===== src/rtl/rvc_fetch_aligner_pkg.sv =====
// Shared definitions for the RVC fetch aligner: FSM states, opcode constants
// and the compressed-parcel test.
package rvc_fetch_aligner_pkg;

    localparam int ILEN = 32;
    localparam logic [1:0] RVC_OPC_FULL = 2'b11;

    typedef enum logic [1:0] {
        ST_REQ   = 2'd0,
        ST_WAIT  = 2'd1,
        ST_HAVE  = 2'd2,
        ST_DRAIN = 2'd3
    } fetch_state_e;

    // A 16-bit parcel starts a compressed instruction unless its low opcode bits are 11.
    function automatic logic is_rvc(input logic [15:0] half);
        return half[1:0] != RVC_OPC_FULL;
    endfunction

endpackage


===== src/rtl/rvc_parcel_select.sv =====
// Chooses the next instruction parcel from the fetched word, the carried-over
// low half of a straddling instruction, and the halfword offset of the PC.
module rvc_parcel_select
    import rvc_fetch_aligner_pkg::*;
(
    input  logic [ILEN-1:0] wbuf,
    input  logic [15:0]     hbuf,
    input  logic            hbuf_valid,
    input  logic            off,
    output logic [ILEN-1:0] parcel,
    output logic            is_compressed,
    output logic            has_parcel,
    output logic            needs_next_word
);

    always_comb begin
        parcel          = '0;
        is_compressed   = 1'b0;
        has_parcel      = 1'b0;
        needs_next_word = 1'b0;
        if (hbuf_valid) begin
            // Straddling instruction: saved low half plus low half of the new word.
            parcel     = {wbuf[15:0], hbuf};
            has_parcel = 1'b1;
        end else if (!off) begin
            has_parcel = 1'b1;
            if (is_rvc(wbuf[15:0])) begin
                parcel        = {16'b0, wbuf[15:0]};
                is_compressed = 1'b1;
            end else begin
                parcel = wbuf;
            end
        end else if (is_rvc(wbuf[31:16])) begin
            parcel        = {16'b0, wbuf[31:16]};
            is_compressed = 1'b1;
            has_parcel    = 1'b1;
        end else begin
            needs_next_word = 1'b1;
        end
    end

endmodule


===== src/rtl/rvc_fetch_aligner.sv =====
// Fetch stage feeding the RVC decompressor: reads 32-bit words one at a time and
// hands out 16/32-bit parcels, including 32-bit instructions that cross a word.
module rvc_fetch_aligner
    import rvc_fetch_aligner_pkg::*;
#(
    parameter logic [31:0] RESET_PC = 32'h0000_0000
) (
    input  logic        clk,
    input  logic        rst,
    input  logic        redirect_valid,
    input  logic [31:0] redirect_pc,
    output logic        imem_req,
    output logic [31:0] imem_addr,
    input  logic        imem_rvalid,
    input  logic [31:0] imem_rdata,
    output logic        inst_valid,
    input  logic        inst_ready,
    output logic [31:0] inst_pc,
    output logic [31:0] inst_data,
    output logic        inst_is_compressed
);

    fetch_state_e    state;
    logic [31:0]     pc;
    logic [ILEN-1:0] wbuf;
    logic [15:0]     hbuf;
    logic            hbuf_valid;

    fetch_state_e    pre_state;
    logic [31:0]     pre_pc;
    logic [ILEN-1:0] pre_wbuf;
    logic            pre_hbuf_valid;
    logic            outstanding;

    fetch_state_e    nxt_state;
    logic [15:0]     nxt_hbuf;
    logic            nxt_hbuf_valid;
    logic [31:0]     fetch_pc;

    logic [ILEN-1:0] sel_parcel;
    logic            sel_compressed;
    logic            sel_has_parcel;
    logic            sel_needs_next;

    // First pass: apply this cycle's memory, handshake and redirect events.
    always_comb begin
        pre_state      = state;
        pre_pc         = pc;
        pre_wbuf       = wbuf;
        pre_hbuf_valid = hbuf_valid;
        outstanding    = 1'b0;
        case (state)
            ST_REQ: begin
                if (imem_req) begin
                    pre_state   = ST_WAIT;
                    outstanding = 1'b1;
                end
            end
            ST_WAIT: begin
                if (imem_rvalid) begin
                    pre_wbuf  = imem_rdata;
                    pre_state = ST_HAVE;
                end else begin
                    outstanding = 1'b1;
                end
            end
            ST_HAVE: begin
                if (inst_valid && inst_ready) begin
                    if (hbuf_valid) begin
                        pre_pc         = pc + 32'd4;
                        pre_hbuf_valid = 1'b0;
                    end else if (inst_is_compressed) begin
                        pre_pc = pc + 32'd2;
                        if (pc[1]) pre_state = ST_REQ;
                    end else begin
                        pre_pc    = pc + 32'd4;
                        pre_state = ST_REQ;
                    end
                end
            end
            ST_DRAIN: begin
                if (imem_rvalid) pre_state = ST_REQ;
                else             outstanding = 1'b1;
            end
            default: pre_state = ST_REQ;
        endcase
        // A response arriving with the redirect is simply dropped, so it no longer counts as outstanding.
        if (redirect_valid) begin
            pre_pc         = redirect_pc & ~32'd1;
            pre_hbuf_valid = 1'b0;
            pre_state      = outstanding ? ST_DRAIN : ST_REQ;
        end
    end

    rvc_parcel_select u_select (
        .wbuf            (pre_wbuf),
        .hbuf            (hbuf),
        .hbuf_valid      (pre_hbuf_valid),
        .off             (pre_pc[1]),
        .parcel          (sel_parcel),
        .is_compressed   (sel_compressed),
        .has_parcel      (sel_has_parcel),
        .needs_next_word (sel_needs_next)
    );

    // Second pass: a 32-bit instruction starting in the upper half parks its low half and refetches.
    always_comb begin
        nxt_state      = pre_state;
        nxt_hbuf       = hbuf;
        nxt_hbuf_valid = pre_hbuf_valid;
        if (pre_state == ST_HAVE && sel_needs_next) begin
            nxt_state      = ST_REQ;
            nxt_hbuf       = pre_wbuf[31:16];
            nxt_hbuf_valid = 1'b1;
        end
        fetch_pc = nxt_hbuf_valid ? (pre_pc + 32'd2) : pre_pc;
    end

    always_ff @(posedge clk) begin
        if (rst) begin
            state              <= ST_REQ;
            pc                 <= RESET_PC;
            wbuf               <= '0;
            hbuf               <= '0;
            hbuf_valid         <= 1'b0;
            imem_req           <= 1'b0;
            imem_addr          <= RESET_PC & ~32'd3;
            inst_valid         <= 1'b0;
            inst_pc            <= RESET_PC;
            inst_data          <= '0;
            inst_is_compressed <= 1'b0;
        end else begin
            state      <= nxt_state;
            pc         <= pre_pc;
            wbuf       <= pre_wbuf;
            hbuf       <= nxt_hbuf;
            hbuf_valid <= nxt_hbuf_valid;
            imem_req   <= (nxt_state == ST_REQ);
            if (nxt_state == ST_REQ) imem_addr <= fetch_pc & ~32'd3;
            inst_valid <= (nxt_state == ST_HAVE) && sel_has_parcel;
            inst_pc    <= pre_pc;
            if (nxt_state == ST_HAVE) begin
                inst_data          <= sel_parcel;
                inst_is_compressed <= sel_compressed;
            end
        end
    end

endmodule

===== config.mk =====
export PLATFORM = sky130hd
export DESIGN_NAME = rvc_fetch_aligner
export DESIGN_NICKNAME = d
export VERILOG_FILES = /design/src/rtl/rvc_fetch_aligner_pkg.sv /design/src/rtl/rvc_parcel_select.sv /design/src/rtl/rvc_fetch_aligner.sv
export SDC_FILE = /design/constraint.sdc
export NUM_CORES = 1
export LEC_CHECK = 0
export ABC_AREA = 1
export CAP_MARGIN = 0
export CORE_MARGIN = 1
export CORE_UTILIZATION = 30
export DETAILED_ROUTE_END_ITERATION = 10
export HOLD_SLACK_MARGIN = 0.06
export PLACE_DENSITY = 0.53
export SKIP_CTS_REPAIR_TIMING = 1
export SYNTH_ARGS = -nofsm -noshare
export SYNTH_HDL_FRONTEND = slang
export SYNTH_HIERARCHICAL = 1
export SYNTH_SLANG_ARGS = --single-unit

===== constraint.sdc =====
create_clock -name clk -period 3.5 [get_ports clk]
set_input_delay 0.525 -clock clk [delete_from_list [all_inputs] [get_ports clk]]
set_output_delay 0.525 -clock clk [all_outputs]
set_load 0.02 [all_outputs]

## Word level (Yosys, flattened, before mapping)

Cells that the tools add are included.
Widths: inputs -> output; s select.

- Add/sub/neg operators: 3
- Multiply operators: 0
- Div/mod/pow operators: 0
- Order comparisons: 0
- Eq/ne operators: 7
- Shift-type cells: 0
- Muxes and demuxes: 39
- Bitwise logic cells: 0
- Reduce and logical (&&, ||, !) cells: 6

Operator list:

| cell | number |
|---|---|
| $mux 32 | 11 |
| $add 32x2->32 const B | 2 |
| $add 32x3->32 const B | 1 |
| $mux 2 | 10 |
| $mux 16 | 1 |
| $mux 1 | 15 |
| $eq 2x2->1 const B | 4 |
| $pmux 2 s4 | 1 |
| $logic_not 2->1 | 2 |
| $ne 2x2->1 const B | 2 |
| $logic_and 1x1->1 | 3 |
| $eq 2x1->1 const B | 1 |
| $pmux 1 s2 | 1 |
| $reduce_or 2->1 | 1 |

- Flip-flop bits (word level): 148
- Latch bits: 0
- Memory bits (writable): 0
- ROM bits: 0
- Bits of input ports: 69
- Output and inout port bits: 99
- Word-level logic and storage cells: 65
- Memories kept: 0

## Logic depth before layout (Yosys ltp)

Gate-level depths: netlist of the first run.

- Word-level depth: 12
- Gate-level depth with buffers: 26
- Gate-level depth less buffers: 24

## Modules after synthesis

Netlist of the first run, hierarchy kept.

By module, submodules not included:

| module | instances | cells each | area an instance (µm²) | sequential area each (µm²) |
|---|---|---|---|---|
| rvc_fetch_aligner | 1 | 1238 | 7948.9 | 2942.8 |
| rvc_parcel_select | 1 | 133 | 705.7 | 0.0 |

## Least setup slack after synthesis of the first run

Ideal clock, no wire load.

- Kind: input to register
- From: input port imem_rvalid
- To: register imem_addr[23]
- Library setup time: 0.113 ns
- Data arrival time: 3.115 ns
- Data required time: 3.387 ns
- Path slack: 0.272 ns
- Stages: 22
- Buffers on the path: 1
- Path through: nand2_1 -> nor2_1 -> clkbuf_1 -> o21ai_0 -> inv_1 -> nand2_2 -> nor2_1 -> nand2_1 -> inv_1 -> inv_1 -> nor2_1 -> nand3_1 -> nand2_4 -> inv_2 -> nor2_1 -> nand3_1 -> nor2_2 -> nand2_1 -> nand2_1 -> nand2_1 -> o21ai_1 -> inv_1

- Longest elaborated chain between the ends: 9
- Elaborated cells between the ends (all ways): 19
- Those cells by class: 2 x eq/ne; 15 x mux; 2 x reduce/logical

RTL lines:

| element | line | RTL |
|---|---|---|
| start, declared | rvc_fetch_aligner.sv:14 | `input logic imem_rvalid,` |
| $mux 32 (*) | rvc_fetch_aligner.sv:60 | `if (imem_rvalid) begin` |
| $mux 32 (*) | rvc_fetch_aligner.sv:52 | `case (state)` |
| via pre_wbuf[16] | rvc_fetch_aligner.sv:31 | `logic [ILEN-1:0] pre_wbuf;` |
| $ne 2x2->1 (*) | rvc_fetch_aligner_pkg.sv:17 | `return half[1:0] != RVC_OPC_FULL;` |
| $mux 1 (*) | rvc_parcel_select.sv:33 | `end else if (is_rvc(wbuf[31:16])) begin` |
| $mux 1 (*) | rvc_parcel_select.sv:25 | `end else if (!off) begin` |
| $mux 1 (*) | rvc_parcel_select.sv:21 | `if (hbuf_valid) begin` |
| via sel_needs_next | rvc_fetch_aligner.sv:43 | `logic sel_needs_next;` |
| $logic_and 1x1->1 (*) | rvc_fetch_aligner.sv:111 | `if (pre_state == ST_HAVE && sel_needs_next) begin` |
| $mux 1 / $mux 2 (equally long branches) | rvc_fetch_aligner.sv:111 |  |
| $mux 32 / $logic_not 2->1 (equally long branches) | rvc_fetch_aligner.sv:116, rvc_fetch_aligner.sv:139 |  |
| end signal, assigned | rvc_fetch_aligner.sv:127 | `imem_addr <= RESET_PC & ~32'd3;` |
| end signal, assigned | rvc_fetch_aligner.sv:139 | `if (nxt_state == ST_REQ) imem_addr <= fetch_pc & ~32'd3;` |
| end, declared | rvc_fetch_aligner.sv:13 | `output logic [31:0] imem_addr,` |

The timed path passes the listed nets; every way through them passes the cells marked *.
A chain may end at the register's enable or synchronous reset.

## Final worst setup path of the first run

- From: input port inst_ready
- To: register imem_addr[29]

- Longest elaborated chain between the ends: 9
- Elaborated cells between the ends (all ways): 19
- Those cells by class: 1 x add/sub; 1 x eq/ne; 14 x mux; 3 x reduce/logical

RTL lines:

| element | line | RTL |
|---|---|---|
| start, declared | rvc_fetch_aligner.sv:17 | `input logic inst_ready,` |
| $logic_and 1x1->1 (*) | rvc_fetch_aligner.sv:68 | `if (inst_valid && inst_ready) begin` |
| $mux 32 (*) | rvc_fetch_aligner.sv:68 |  |
| $mux 32 (*) | rvc_fetch_aligner.sv:52 |  |
| $mux 32 (*) | rvc_fetch_aligner.sv:88 | `if (redirect_valid) begin` |
| via pre_pc[1] | rvc_fetch_aligner.sv:30 | `logic [31:0] pre_pc;` |
| $mux 1 (*) | rvc_parcel_select.sv:25 |  |
| $mux 1 (*) | rvc_parcel_select.sv:21 |  |
| via sel_needs_next | rvc_fetch_aligner.sv:43 |  |
| $logic_and 1x1->1 (*) | rvc_fetch_aligner.sv:111 |  |
| $mux 1 / $mux 2 (equally long branches) | rvc_fetch_aligner.sv:111 |  |
| $mux 32 / $logic_not 2->1 (equally long branches) | rvc_fetch_aligner.sv:116, rvc_fetch_aligner.sv:139 |  |

Marks and branches as above.

==> flow_metrics.py, run 1 <==
metrics = {
    "placed_design": {
        "numPortBuffers": 163,
        "dpl.hpwl_mm": 23.2,
        "gp_congestion": 0.924,
    },
    "yosys": {
        "yosys.area_share.simple_pct": 36.9,
        "synth_compound_area_share_pct": 14.9,
        "synth_ff_type": "dfxtp_1",
        "netlist_area_sq_um": 8650,
        "synth_top_family_by_area": "simple AND/OR/NAND/NOR gates",
        "synth_async_sr_flop_share_pct": 0,
        "synth-seq-area-share_pct": 34.0,
        "synth_edf_count": 0,
        "synth_mux_area_share_pct": 0,
        "yosysWarnings": 6,
        "ys_ff_latch": 147,
        "synth-xor-area-share_pct": 1.32,
        "synth.avg_cell_area_sq_um": 6.31,
        "synth_cell_types": 40,
        "synthCells": 1371,
        "synthAdderAreaFrac_pct": 0.434,
    },
    "setup_path": {
        "slowest_delay_ns": 0.40,
        "cp_slowest_cell": "clkdlybuf4s50_1",
        "path_common_cell": "nand2_1",
        "r2r_start": "inst_is_compressed$_SDFFE_PP0N_",
        "cp-end-kind": "flip-flop",
        "crit_family": "simple AND/OR/NAND/NOR gates",
        "worstSetupPathType": "input port to flip-flop",
        "arrival_ns": 3.40,
        "start_kind": "input port",
        "cp_max_fo": 9,
        "cp.required_ns": 3.87,
        "critPathLaunch": "inst_ready",
        "critPathBufInv": 7,
    },
    "layout": {
        "final_common_cell": "nand2_1",
        "area_growth_pct": 31.6,
        "antennaDiodeCount": 0,
        "fin_nets": 1600,
        "drive_gt1_share_pct": 11.4,
        "final_cell_mix": "312 x nand2_1, 178 x inv_1, 177 x nor2_1",
    },
    "sta": {
        "relSlewSlack_pct": 44.7,
        "rsz0062_at_grt": "false",
        "max_slew.worst_pin.slew_ns": 0.821,
        "max_clock_freq_mhz": 331,
        "fin_skew_ns": 0.0178,
        "layout_min_cycle_time_ns": 3.02,
        "tns_ns": 0,
        "slew_viol_final": 0,
        "finalHoldViolations": 0,
        "finalCritPeriodShare_pct": 86.4,
        "setup_viol": 0,
        "whs_ns": 0.320,
    },
    "cts": {
        "clockBufferDepth": 2,
        "clk_latency_ns": 0.43,
        "clkSlewWorstSetupHoldPaths_ns": 0.08,
        "cts_sinks": 147,
        "cts_made_buffers": 17,
        "root_buffer": "clkbuf_16",
        "cts_tree": "built",
        "htreeDepth": 4,
    },
    "routing": {
        "wl_per_cell_microns": 16.0,
        "vias": 9150,
        "wl_met3_mm": 1.82,
        "ant_nets": 0,
        "drt_pass1_iterations": 5,
        "drc": 0,
        "m1WireLength_mm": 13.4,
        "drt_wl_total_mm": 30.6,
        "drtIter0Drc": 596,
        "wl_met2_mm": 14.8,
        "highest_layer": "met4",
        "vias_per_cell": 4.77,
    },
    "power_and_ir_drop": {
        "vdd_ir_drop_max_mv": 0.316,
        "p_leak_uw": 0.00484,
        "powerDensity_nw_per_um2": 443,
    },
    "grt": {
        "grt_pass1_wl_mm": 47.5,
        "grt_pass1_vias": 8770,
        "grt.overflow.total": 0,
        "antenna_found_initial": 0,
        "grt_max_degree": 60,
        "track_usage_pct": 21.1,
    },
    "floorplan": {
        "start_util_pct": 30.8,
        "io_pins": 168,
        "die_area_sq_um": 29500,
        "die-width_microns": 172,
        "std_cell_rows": 61,
        "die-height_microns": 172,
        "coreArea_sq_um": 28100,
    },
    "worst_hold_path": {
        "min-delay-start": "rst",
        "hold_class": "input port to flip-flop",
    },
    "run_status": {
        "status": "completed",
    },
    "job": {
        "maxCapViolCount": 0,
    },
}
-- Yosys cell counts, types with 2 or more instances --
| library cell | n | share of area (%) |
|---|---|---|
| o21ai_1 | 10 | 0.58 |
| xor2_1 | 13 | 1.3 |
| nand3_1 | 126 | 7.3 |
| buf_4 | 6 | 0.52 |
| nand2_1 | 312 | 14 |
| nand2_4 | 2 | 0.26 |
| nor2_1 | 179 | 7.8 |
| o21bai_1 | 4 | 0.35 |
| nor2_2 | 11 | 0.80 |
| nand3_2 | 8 | 0.93 |
| nor2_4 | 11 | 1.4 |
| dfxtp_1 | 147 | 34 |
| nor3_1 | 4 | 0.23 |
| buf_6 | 5 | 0.65 |
| nor3_2 | 2 | 0.23 |
| nand3b_1 | 5 | 0.43 |
| o21ai_2 | 10 | 1.0 |
| clkbuf_1 | 40 | 1.7 |
| a21oi_1 | 114 | 6.6 |
| o21ai_0 | 85 | 4.9 |
| inv_6 | 2 | 0.20 |
| buf_1 | 2 | 0.087 |
| nand2_2 | 20 | 1.4 |
| buf_2 | 8 | 0.46 |
| inv_1 | 179 | 7.8 |
| or2_2 | 13 | 0.94 |
| a21oi_2 | 6 | 0.61 |
| ha_1 | 3 | 0.43 |
| inv_2 | 15 | 0.65 |
| o211ai_1 | 4 | 0.35 |
| nand4_1 | 14 | 1.0 |
| a21oi_4 | 2 | 0.38 |
| buf_8 | 2 | 0.35 |
-- metrics by stage --
stage / cell area (sq um) / util [%] / setup slack [ns] / instances / total power [uW]
6_report: 11400 / 40.6 / 0.476 / 1919 / 5040
4_1_cts: 11400 / 40.6 / 0.502 / 1919 / 5090
3_5_place_dp: 10800 / 38.4 / 0.0658 / 1887 / 3200
3_3_place_gp: 10800 / 38.4 / 0.141 / 1887 / 3190
5_1_grt: 11400 / 40.6 / 0.112 / 1919 / 5290
2_1_floorplan: 8660 / - / 0.272 / 1373 / 2640
-- final cells by class --
cell class                      instances  area, sq um
Clock inverter                         15          181
Multi-Input combinational cell        966         4660
Fill cell                            3067        16700
Clock buffer                           17          425
Inverter                              197          749
Tap cell                              378          473
Sequential cell                       147         2940
Timing Repair Buffer                  199         1960
-- cells by family (layout without fill, tap and decap cells) --
logic type / count (synthesis) / after routing
xor gates and xnor gates: 13 / 13
other: 1 / 3
buffers and inverters: 260 / 428
AOI/OAI and AO/OA: 236 / 236
adders and majority gates: 3 / 3
and+or+nand+nor: 711 / 711
DFF: 147 / 147
-- final timing paths --
| check | end | slack [ns] | cells after the start |
|---|---|---|---|
| setup reg to reg | imem_addr[29]$_SDFFE_PP0P_ | 0.54 | 23 |
| hold / removal | inst_data[4]$_SDFFE_PP0N_ | 0.32 | 2 |
| hold reg to reg | hbuf[14]$_SDFFE_PP0P_ | 0.45 | 2 |
| setup / recovery | imem_addr[29]$_SDFFE_PP0P_ | 0.48 | 25 |
-- report_power, final --
part	total (uW)	leakage (uW)	internal (uW)	switching, uW
logic	1240	0.00335	477	759
clock network	1890	0.000290	973	919
registers	1920	0.00120	1810	107
-- routing by layer --
metal  track usage (%)  up-vias
met1              25.7     4215
met4              5.54        0
met5                 0        -
li1                  -     4641
met3              4.30       32
met2              37.4      262
-- worst reg2reg max path, cell delays in order, from the launching register on --
cell	delay, ns
dfxtp_1	0.48
nand3_2	0.24
inv_1	0.10
nand2_1	0.05
nand3_1	0.07
nand2_1	0.08
inv_1	0.14
inv_6	0.04
nor2_1	0.14
nand2_1	0.08
inv_1	0.06
inv_1	0.03
nor2_1	0.13
nand3_1	0.16
nand2_4	0.13
buf_12	0.13
nand3_1	0.10
nor2_1	0.16
nand3_1	0.12
nor2_1	0.16
nand2_1	0.07
nand2_1	0.07
nand2_1	0.06
a21oi_2	0.10
-- state kept, by name (all words and copies together), names as in the netlist --
name and cells:
state 2, inst_valid 1, pc 31, inst_is_compressed 1, hbuf_valid 1, imem_req 1, hbuf 16, inst_data 32
imem_addr 30, wbuf 32
No activity file was read; power rests on OpenSTA's default activity.
==> run 2, diff against run 1 <==
clock period = 3.3 ns   (was 3.5 ns; I/O delays follow)
==> run 2 against run 1 <==
  * Count of clock-buffer cells in the layout did not move
  * Flip-flop and latch count did not move
  * Utilization rose by 0.54 points
  * Final area rose by 1.3%
  * First-iteration DRC count rose by 1.0%
  * Critical path depth fell by 3
  * Worst hold slack improved by 0.13 ns
  * Via count rose by 0.68%
==> flow_metrics.py, run 2 (synthesis gave the netlist of run 1 again) <==
metrics = {
    "sta": {
        "layout_min_cycle_time_ns": 2.92,
        "slew_viol_final": 0,
        "tns_ns": 0,
        "max_slew.worst_pin.slew_ns": 0.925,
        "finalHoldViolations": 0,
        "fin_skew_ns": 0.0166,
        "rsz0062_at_grt": "false",
        "finalCritPeriodShare_pct": 88.4,
        "relSlewSlack_pct": 37.7,
        "max_clock_freq_mhz": 343,
        "setup_viol": 0,
    },
    "power_and_ir_drop": {
        "powerDensity_nw_per_um2": 467,
        "vdd_ir_drop_max_mv": 0.309,
        "p_leak_uw": 0.00494,
    },
    "layout": {
        "fin_area_sq_um": 11500,
        "fin_nets": 1622,
        "final_common_cell": "nand2_1",
        "reg_top3": "inst_data x32, wbuf x32, pc x31",
        "drive_gt1_share_pct": 12.9,
        "antennaDiodeCount": 0,
        "area_growth_pct": 33.4,
        "final_cell_mix": "311 x nand2_1, 177 x inv_1, 176 x nor2_1",
    },
    "setup_path": {
        "start_kind": "input port",
        "arrival_ns": 3.29,
        "cp-end-kind": "flip-flop",
        "crit_family": "simple AND/OR/NAND/NOR gates",
        "cp_max_fo": 8,
        "critPathBufInv": 5,
        "path_common_cell": "nand2_1",
        "slowest_delay_ns": 0.49,
        "worstSetupPathType": "input port to flip-flop",
        "cp_slowest_cell": "clkdlybuf4s50_1",
        "cp.required_ns": 3.68,
        "crit_path_cell_trace": "clkdlybuf4s50_1 > nand2_1 > nor2_4 > o21ai_0 > inv_1 > nand2_2 > nor2_1 > nand2_1 > inv_1 > inv_1 > nor2_1 > nand3_1 > nand2_4 > buf_12 > nand3_1 > nor2_2 > nand3_1 > nor2_1 > nand2_1 > nand2_1 > nand2_1 > a21oi_2",
    },
    "job": {
        "maxCapViolCount": 0,
    },
    "floorplan": {
        "die_area_sq_um": 29500,
        "std_cell_rows": 61,
        "die-width_microns": 172,
        "start_util_pct": 30.8,
        "io_pins": 168,
        "die-height_microns": 172,
        "coreArea_sq_um": 28100,
    },
    "cts": {
        "clockBufferDepth": 2,
        "cts_tree": "built",
        "htreeDepth": 4,
        "cts_sinks": 147,
        "clk_latency_ns": 0.44,
        "root_buffer": "clkbuf_16",
        "clkSlewWorstSetupHoldPaths_ns": 0.07,
        "cts_made_buffers": 17,
    },
    "placed_design": {
        "placed_area_sq_um": 10900,
        "dpl.hpwl_mm": 23.4,
        "numPortBuffers": 163,
        "gp_congestion": 0.919,
    },
    "grt": {
        "grt_max_degree": 61,
        "track_usage_pct": 21.4,
        "grt_pass1_vias": 8783,
        "antenna_found_initial": 0,
        "grt.overflow.total": 0,
        "grt_pass1_wl_mm": 48.1,
    },
    "routing": {
        "ant_nets": 0,
        "vias": 9212,
        "drc": 0,
        "drt_wl_total_mm": 30.8,
        "wl_per_cell_microns": 15.9,
        "vias_per_cell": 4.75,
        "drt_pass1_iterations": 5,
        "drtIter0Drc": 602,
    },
    "worst_hold_path": {
        "hold_class": "flip-flop to flip-flop",
    },
    "run_status": {
        "status": "completed",
    },
}
## run 2: cell count changes in the layout (fill, tap and decap cells not counted), moves of 2 or more
cell and delta:
clkinv_8 +3, clkinvlp_4 -2, buf_12 -3, inv_8 -2
buf_4 +25
## run 2: layout make-up
cell class | instances | area, sq um
Fill cell | 3071 | 16500
Sequential cell | 147 | 2940
Inverter | 197 | 749
Clock buffer | 17 | 425
Multi-Input combinational cell | 966 | 4660
Timing Repair Buffer | 221 | 2090
Clock inverter | 15 | 201
Tap cell | 378 | 473
## run 2: path summary, 6_finish.rpt
kind	to	slack (ns)	cells after the start	startpoint
worst max-delay path	imem_addr[29]$_SDFFE_PP0P_	0.38	22	imem_rvalid
worst min-delay path	hbuf[10]$_SDFFE_PP0P_	0.45	2	hbuf[10]$_SDFFE_PP0P_
worst max register to register	imem_addr[29]$_SDFFE_PP0P_	0.42	23	inst_is_compressed$_SDFFE_PP0N_
worst min register to register	hbuf[10]$_SDFFE_PP0P_	0.45	2	hbuf[10]$_SDFFE_PP0P_
## run 2: report_power, final
group / internal (uW) / switching [uW] / total [uW] / leakage (uW)
registers: 1920 / 115 / 2030 / 0.00120
logic: 517 / 810 / 1330 / 0.00343
clock network: 1040 / 984 / 2020 / 0.000302
total: 3480 / 1910 / 5390 / 0.00494
## run 2: layer usage
| layer | routed length, microns | global-route usage, % |
|---|---|---|
| met2 | 14500 | 36.7 |
| met5 | 0 | 0 |
| met4 | 813 | 7.31 |
| met1 | 13600 | 26.7 |
| met3 | 1930 | 4.17 |
## run 2: metrics by stage
stage / util, % / power, uW / setup slack, ns / cells / hold slack [ns]
global route: 41.1 / 5650 / 0.00456 / 1941 / 0.467
floorplan: - / 2800 / 0.102 / 1373 / 0.424
CTS: 41.0 / 5440 / 0.293 / 1939 / 0.448
finish: 41.1 / 5390 / 0.384 / 1941 / 0.448
detailed placement: 38.8 / 3400 / -0.161 / 1907 / 0.437
global placement: 38.8 / 3400 / -0.117 / 1907 / 0.432
## run 2: worst min-delay path: stages (launching register included)
cell	delay, ns
dfxtp_1	0.31
inv_1	0.05
a21oi_1	0.05
==> run 3, diff against run 2 <==
SLEW_MARGIN = 0   (was default)
==> results of run 3 <==
Final layout, timing and power as in run 2 (identical DEF).
